<file path="config.mk">
export PLATFORM = sky130hd
export DESIGN_NAME = fancy_timer_ctrl
export DESIGN_NICKNAME = d
export VERILOG_FILES = /design/src/rtl/fancy_timer_pkg.sv /design/src/rtl/fancy_timer_prescaler.sv /design/src/rtl/fancy_timer_ctrl.sv
export SDC_FILE = /design/constraint.sdc
export NUM_CORES = 1
export LEC_CHECK = 0
export BUFFER_PORTS_ARGS = -buffer_cell sky130_fd_sc_hd__buf_2
export CAP_MARGIN = 20
export CORE_MARGIN = 2
export CORE_UTILIZATION = 25
export CTS_CLUSTER_SIZE = 28
export DETAILED_ROUTE_END_ITERATION = 8
export GPL_TIMING_DRIVEN = 0
export REMOVE_ABC_BUFFERS = 1
export SLEW_MARGIN = 10
export SYNTH_ARGS = -nofsm -noshare
export SYNTH_HDL_FRONTEND = slang
export SYNTH_SLANG_ARGS = --single-unit
</file>
<file path="constraint.sdc">
create_clock -name clk -period 6.23 [get_ports clk]
set_input_delay 0 -clock clk [delete_from_list [all_inputs] [get_ports clk]]
set_output_delay 0 -clock clk [all_outputs]
set_load 0.1 [all_outputs]
</file>
<file path="src/rtl/fancy_timer_pkg.sv">
// Shared constants, state encoding and the pattern-search helper for the
// pattern-triggered delay timer.
package fancy_timer_pkg;

    localparam int unsigned DEF_CYCLES_PER_UNIT = 1000;
    localparam int unsigned DEF_DELAY_W         = 4;
    localparam logic [3:0]  PATTERN             = 4'b1101;

    localparam logic [2:0] ST_IDLE  = 3'd0;
    localparam logic [2:0] ST_S1    = 3'd1;
    localparam logic [2:0] ST_S11   = 3'd2;
    localparam logic [2:0] ST_S110  = 3'd3;
    localparam logic [2:0] ST_SHIFT = 3'd4;
    localparam logic [2:0] ST_COUNT = 3'd5;
    localparam logic [2:0] ST_WAIT  = 3'd6;

    // Search states encode the number of pattern bits matched so far (0..3).
    typedef enum logic [2:0] {
        IDLE  = ST_IDLE,
        S1    = ST_S1,
        S11   = ST_S11,
        S110  = ST_S110,
        SHIFT = ST_SHIFT,
        COUNT = ST_COUNT,
        WAIT  = ST_WAIT
    } state_t;

    // Overlapping-search step: given `len` matched bits and a new bit, return
    // the longest suffix that is still a prefix of `pat` (4 means full match).
    function automatic logic [2:0] pat_advance(
        input logic [3:0] pat,
        input logic [2:0] len,
        input logic       b
    );
        int unsigned p;
        int unsigned l;
        int unsigned s;
        int unsigned best;
        p    = 32'(pat);
        l    = 32'(len);
        s    = ((p >> (4 - l)) << 1) | 32'(b);
        best = 0;
        for (int unsigned k = 1; k <= 4; k++) begin
            if (k <= l + 1 && (s & ((32'd1 << k) - 1)) == (p >> (4 - k)))
                best = k;
        end
        return 3'(best);
    endfunction

endpackage

</file>
<file path="src/rtl/fancy_timer_prescaler.sv">
// Mod-N prescaler: counts 0..N-1 while enabled and ticks at the terminal value.
module fancy_timer_prescaler
    import fancy_timer_pkg::*;
#(
    parameter int unsigned N = DEF_CYCLES_PER_UNIT
) (
    input  logic clk,
    input  logic reset,
    input  logic clear,
    input  logic en,
    output logic tick
);

    localparam int unsigned W    = (N > 1) ? $clog2(N) : 1;
    localparam logic [W-1:0] TERM = W'(N - 1);

    logic [W-1:0] cnt;

    always_ff @(posedge clk) begin
        if (reset || clear) begin
            cnt <= '0;
        end else if (en) begin
            cnt <= (cnt == TERM) ? '0 : cnt + 1'b1;
        end
    end

    assign tick = en && (cnt == TERM);

endmodule

</file>
<file path="src/rtl/fancy_timer_ctrl.sv">
// Pattern-triggered delay timer: finds PATTERN in the serial stream, shifts in
// a delay, counts (delay+1) units, then holds done until acknowledged.
module fancy_timer_ctrl #(
    parameter int unsigned CYCLES_PER_UNIT = fancy_timer_pkg::DEF_CYCLES_PER_UNIT,
    parameter int unsigned DELAY_W         = fancy_timer_pkg::DEF_DELAY_W,
    parameter logic [3:0]  PATTERN         = fancy_timer_pkg::PATTERN
) (
    input  logic               clk,
    input  logic               reset,
    input  logic               data,
    input  logic               ack,
    output logic [DELAY_W-1:0] count,
    output logic               counting,
    output logic               done
);

    import fancy_timer_pkg::*;

    localparam int unsigned     BC_W     = (DELAY_W > 1) ? $clog2(DELAY_W) : 1;
    localparam logic [BC_W-1:0] LAST_BIT = BC_W'(DELAY_W - 1);

    state_t             state;
    state_t             state_nxt;
    logic [DELAY_W-1:0] delay_q;
    logic [BC_W-1:0]    bit_cnt;
    logic [2:0]         search_len;
    logic [2:0]         match_nxt;
    logic               tick;
    logic               in_count;

    assign in_count = (state == COUNT);

    fancy_timer_prescaler #(
        .N(CYCLES_PER_UNIT)
    ) u_prescaler (
        .clk  (clk),
        .reset(reset),
        .clear(!in_count),
        .en   (in_count),
        .tick (tick)
    );

    assign search_len = state;
    assign match_nxt  = pat_advance(PATTERN, search_len, data);

    always_comb begin
        state_nxt = state;
        case (state)
            IDLE, S1, S11, S110: begin
                state_nxt = (match_nxt == 3'd4) ? SHIFT : state_t'(match_nxt);
            end
            SHIFT: begin
                if (bit_cnt == LAST_BIT)
                    state_nxt = COUNT;
            end
            COUNT: begin
                if (tick && delay_q == '0)
                    state_nxt = WAIT;
            end
            WAIT: begin
                if (ack)
                    state_nxt = IDLE;
            end
            default: state_nxt = IDLE;
        endcase
    end

    always_ff @(posedge clk) begin
        if (reset) begin
            state   <= IDLE;
            delay_q <= '0;
            bit_cnt <= '0;
        end else begin
            state <= state_nxt;
            case (state)
                SHIFT: begin
                    delay_q <= {delay_q[DELAY_W-2:0], data};
                    bit_cnt <= (bit_cnt == LAST_BIT) ? '0 : bit_cnt + 1'b1;
                end
                COUNT: begin
                    // The final unit leaves delay_q at 0, so WAIT shows count=0.
                    if (tick && delay_q != '0)
                        delay_q <= delay_q - 1'b1;
                end
                default: bit_cnt <= '0;
            endcase
        end
    end

    assign count    = delay_q;
    assign counting = in_count;
    assign done     = (state == WAIT);

endmodule

</file>
==> run_summary.xml <==
<?xml version="1.0" encoding="UTF-8"?>
<metrics>
  <group name="yosys">
    <metric name="synthArstFlopShare" unit="">0</metric>
    <metric name="synthDistinctLibCells" unit="">41</metric>
    <metric name="synthDominantAreaCellType" unit="">dfxtp_1</metric>
    <metric name="synth.top_cells.by_area" unit="">dfxtp_1 33%, ha_1 13%, nor2_1 6.5%</metric>
    <metric name="synth-edff-count" unit="">0</metric>
    <metric name="synth-seq-cells" unit="">19</metric>
    <metric name="yosys_warnings" unit="">0</metric>
    <metric name="syn-mean-instance-area" unit="µm²">8.341</metric>
    <metric name="synth_top_area_frac" unit="">0.3304</metric>
    <metric name="synthFlopType" unit="">dfxtp_1</metric>
    <metric name="synthCells" unit="">138</metric>
    <metric name="sequential_to_total_area_share_from_yosys_stat" unit="">0.3304</metric>
    <metric name="syn-cell-area" unit="µm²">1151</metric>
  </group>
  <group name="power_and_ir_drop">
    <metric name="total_power" unit="W">0.0002283</metric>
    <metric name="power_density" unit="nW/µm²">176.3</metric>
    <metric name="clockPowerShare" unit="">0.379</metric>
    <metric name="power.switching" unit="W">0.00005352</metric>
    <metric name="cell_internal_pwr" unit="W">0.0001748</metric>
    <metric name="power.switching_fraction" unit="">0.2344</metric>
    <metric name="power.sequential.fraction" unit="">0.542</metric>
    <metric name="vdd_drop_max" unit="mV">0.08037</metric>
    <metric name="power.static_leakage" unit="nW">0.4735</metric>
    <metric name="power.share.combinational" unit="">0.079</metric>
  </group>
  <group name="global_route">
    <metric name="grt_antenna_before_repair" unit="">0</metric>
    <metric name="grt.total_usage" unit="">0.09115</metric>
    <metric name="maximum_number_of_pins_on_one_net_before_global_route_repair" unit="">15</metric>
    <metric name="grt-ovfl-total" unit="">0</metric>
    <metric name="first_pass_grt_wire_length" unit="µm">3836</metric>
    <metric name="grt_pass1_vias" unit="">856</metric>
  </group>
  <group name="finish">
    <metric name="layout_commonest_cell" unit="">nor2_1</metric>
    <metric name="mostFrequentLayoutCells" unit="">20 x nor2_1, 19 x dfxtp_1, 12 x ha_1</metric>
    <metric name="diodes" unit="">0</metric>
    <metric name="finish.net_count" unit="">165</metric>
    <metric name="synthToLayoutAreaGrowth" unit="%">12.50</metric>
    <metric name="share_of_cells_above_drive_strength_1" unit="">0.1419</metric>
    <metric name="register_area" unit="µm²">380.4</metric>
    <metric name="fillerInstances" unit="">471</metric>
    <metric name="multiInputGateArea" unit="µm²">728.2</metric>
  </group>
  <group name="detailed_routing">
    <metric name="postRouteWirelength" unit="µm">2133</metric>
    <metric name="remaining_drcs" unit="">0</metric>
    <metric name="detail_route.vias_per_cell" unit="">4.675</metric>
    <metric name="drt_first_pass_iters" unit="">4</metric>
    <metric name="routed_antenna_nets" unit="">0</metric>
    <metric name="wl_per_cell" unit="µm">10.67</metric>
    <metric name="dr_total_vias" unit="">935</metric>
    <metric name="drt_iter0_markers" unit="">27</metric>
  </group>
  <group name="critical_path">
    <metric name="critical-path-slowest-cell" unit="">dfxtp_1</metric>
    <metric name="path_delay_family" unit="">simple AND/OR/NAND/NOR gates</metric>
    <metric name="worstSetupPathType" unit="">flip-flop to flip-flop</metric>
    <metric name="path_cells" unit="">inv_1 -&gt; ha_1 -&gt; nand2_1 -&gt; clkinv_1 -&gt; and4_2 -&gt; nand3_1 -&gt; xor2_1 -&gt; nor2_1</metric>
    <metric name="max_stage_delay_on_crit_path" unit="ns">0.48</metric>
    <metric name="critical_path_depth" unit="">8</metric>
    <metric name="required" unit="ns">6.37</metric>
    <metric name="worstSetupStartpointType" unit="">flip-flop</metric>
    <metric name="ff2ff_path_depth" unit="">8</metric>
    <metric name="timing.critical_path.to_type" unit="">flip-flop</metric>
    <metric name="critical_path.n_buffers_inverters" unit="">2</metric>
    <metric name="timing.critical_path.fanout_max" unit="">14</metric>
    <metric name="critPathArrivalTime" unit="ns">2.49</metric>
  </group>
  <group name="timing">
    <metric name="tightestPinTransition" unit="ns">0.4897</metric>
    <metric name="post-route-period-util" unit="">0.3771</metric>
    <metric name="final_hold_fails" unit="">0</metric>
    <metric name="slew_headroom" unit="">0.6758</metric>
    <metric name="finalWorstPathRequiredPeriod" unit="ns">2.350</metric>
    <metric name="fmaxAchievable" unit="MHz">425.6</metric>
    <metric name="final-max-slew-violation-count" unit="">0</metric>
    <metric name="rsz0062_at_grt" unit="">false</metric>
    <metric name="setup_tns" unit="ns">0</metric>
    <metric name="finalSetupViolations" unit="">0</metric>
    <metric name="final.setup_skew" unit="ns">0.007368</metric>
  </group>
  <group name="status">
    <metric name="run_status" unit="">complete, no violations</metric>
  </group>
  <group name="cts">
    <metric name="clock_insertion_delay_worst_skew" unit="ns">0.26</metric>
    <metric name="clock_tree.root_cell" unit="">clkbuf_8</metric>
    <metric name="cts_max_path_buffers" unit="">2</metric>
    <metric name="cts_setup_buffers" unit="">0</metric>
    <metric name="clock_tree_from_tritoncts" unit="">done</metric>
    <metric name="cts.reportedPaths.clkPinSlew" unit="ns">0.08</metric>
    <metric name="cts_made_buffers" unit="">3</metric>
    <metric name="cts_resized" unit="">0</metric>
    <metric name="cts_sinks" unit="">19</metric>
    <metric name="cts.hold.buffers_added" unit="">0</metric>
    <metric name="h-tree-depth" unit="">1</metric>
  </group>
  <group name="floorplanning">
    <metric name="start_util" unit="">0.2626</metric>
    <metric name="die_height" unit="µm">71.86</metric>
    <metric name="floorplan.die_area" unit="µm²">5163</metric>
    <metric name="num_io_pins" unit="">10</metric>
    <metric name="coreArea" unit="µm²">4384</metric>
    <metric name="rows" unit="">24</metric>
    <metric name="die_x" unit="µm">71.86</metric>
  </group>
  <group name="job">
    <metric name="max-cap-violations" unit="">0</metric>
  </group>
  <group name="worst_hold_path">
    <metric name="worst_hold_path.num_cells" unit="">2</metric>
    <metric name="hold_path_class" unit="">input pin to flip-flop</metric>
  </group>
  <group name="place">
    <metric name="dpl.hpwl" unit="µm">1594</metric>
    <metric name="place.port_buffers" unit="">9</metric>
    <metric name="gpl.final_weighted_congestion" unit="">0.7278</metric>
  </group>
</metrics>
worst register-to-register path: stages, from the launching register on:
cell and delay (ns):
dfxtp_1 0.48, inv_1 0.13, ha_1 0.22, nand2_1 0.35
clkinv_1 0.38, and4_2 0.38, nand3_1 0.10, xor2_1 0.15
nor2_1 0.05
metal layers:
metal | vias up | global-route usage | routed length, µm
met4 | 0 | 0.02516 | 27
li1 | 508 | - | -
met5 | - | 0 | 0
met1 | 415 | 0.1246 | 1143
met2 | 10 | 0.1409 | 914
met3 | 2 | 0.02532 | 48
layout make-up:
| type | count | area share |
|---|---|---|
| Clock inverter | 1 | 0.003865 |
| Inverter | 8 | 0.02319 |
| Tap cell | 52 | 0.05024 |
| Sequential cell | 19 | 0.2937 |
| Multi-Input combinational cell | 108 | 0.5623 |
| Clock buffer | 3 | 0.03188 |
| Timing Repair Buffer | 9 | 0.03478 |
Yosys cell counts, types with 2 or more instances:
cell type,count
a211oi_1,3
a21oi_1,11
a22o_1,2
clkbuf_1,2
dfxtp_1,19
ha_1,12
inv_1,7
nand2_1,8
nand2b_1,2
nand3_1,5
nand4_1,3
nor2_1,20
nor2b_1,3
nor3_1,3
nor3b_1,2
o21ai_0,4
o311a_1,2
xnor2_1,3
xor2_1,5
final timing paths:
check	start	slack, ns	endpoint
min reg2reg	u_prescaler.cnt[0]	0.44	u_prescaler.cnt[0]
max reg2reg	search_len[1]	3.88	u_prescaler.cnt[6]
max	search_len[1]	3.88	u_prescaler.cnt[6]
min	reset	0.03	count[1]
power groups by stage:
stage | combinational (W) | clock, W | sequential (W)
2_1_floorplan | 0.0000133 | 0 | 0.000126
3_3_place_gp | 0.0000182 | 0 | 0.000127
3_5_place_dp | 0.0000180 | 0 | 0.000127
4_1_cts | 0.0000181 | 0.0000897 | 0.000124
5_1_grt | 0.0000207 | 0.0000941 | 0.000124
6_report | 0.0000180 | 0.0000865 | 0.000124
flip-flops by register name (all words and copies together), names as in the netlist:
signal,count
count,4
search_len,3
bit_cnt,2
u_prescaler.cnt,10
kinds of logic (layout without fill, tap and decap cells):
kind of cell	Yosys count	count (layout)	synth area share
xor gates and xnor gates	8	8	0.06087
buffers and inverters	11	21	0.03696
AOI/OAI and AO/OA	30	30	0.1783
and+or+nand+nor	58	58	0.2631
adders and majority gates	12	12	0.1304
DFF	19	19	0.3304
through the flow:
stage | setup WS, ns | hold slack, ns | cell area, µm² | std cells | util
after floorplan | 3.407 | 0.06907 | 1139 | 135 | -
after global placement | 3.887 | 0.3135 | 1249 | 196 | 0.2848
after detailed placement | 3.890 | 0.3122 | 1249 | 196 | 0.2848
after CTS | 3.886 | 0.03152 | 1295 | 200 | 0.2954
after global routing | 3.664 | 0.03657 | 1295 | 200 | 0.2954
final | 3.880 | 0.02823 | 1295 | 200 | 0.2954
No activity file was read; power rests on OpenSTA's default activity.
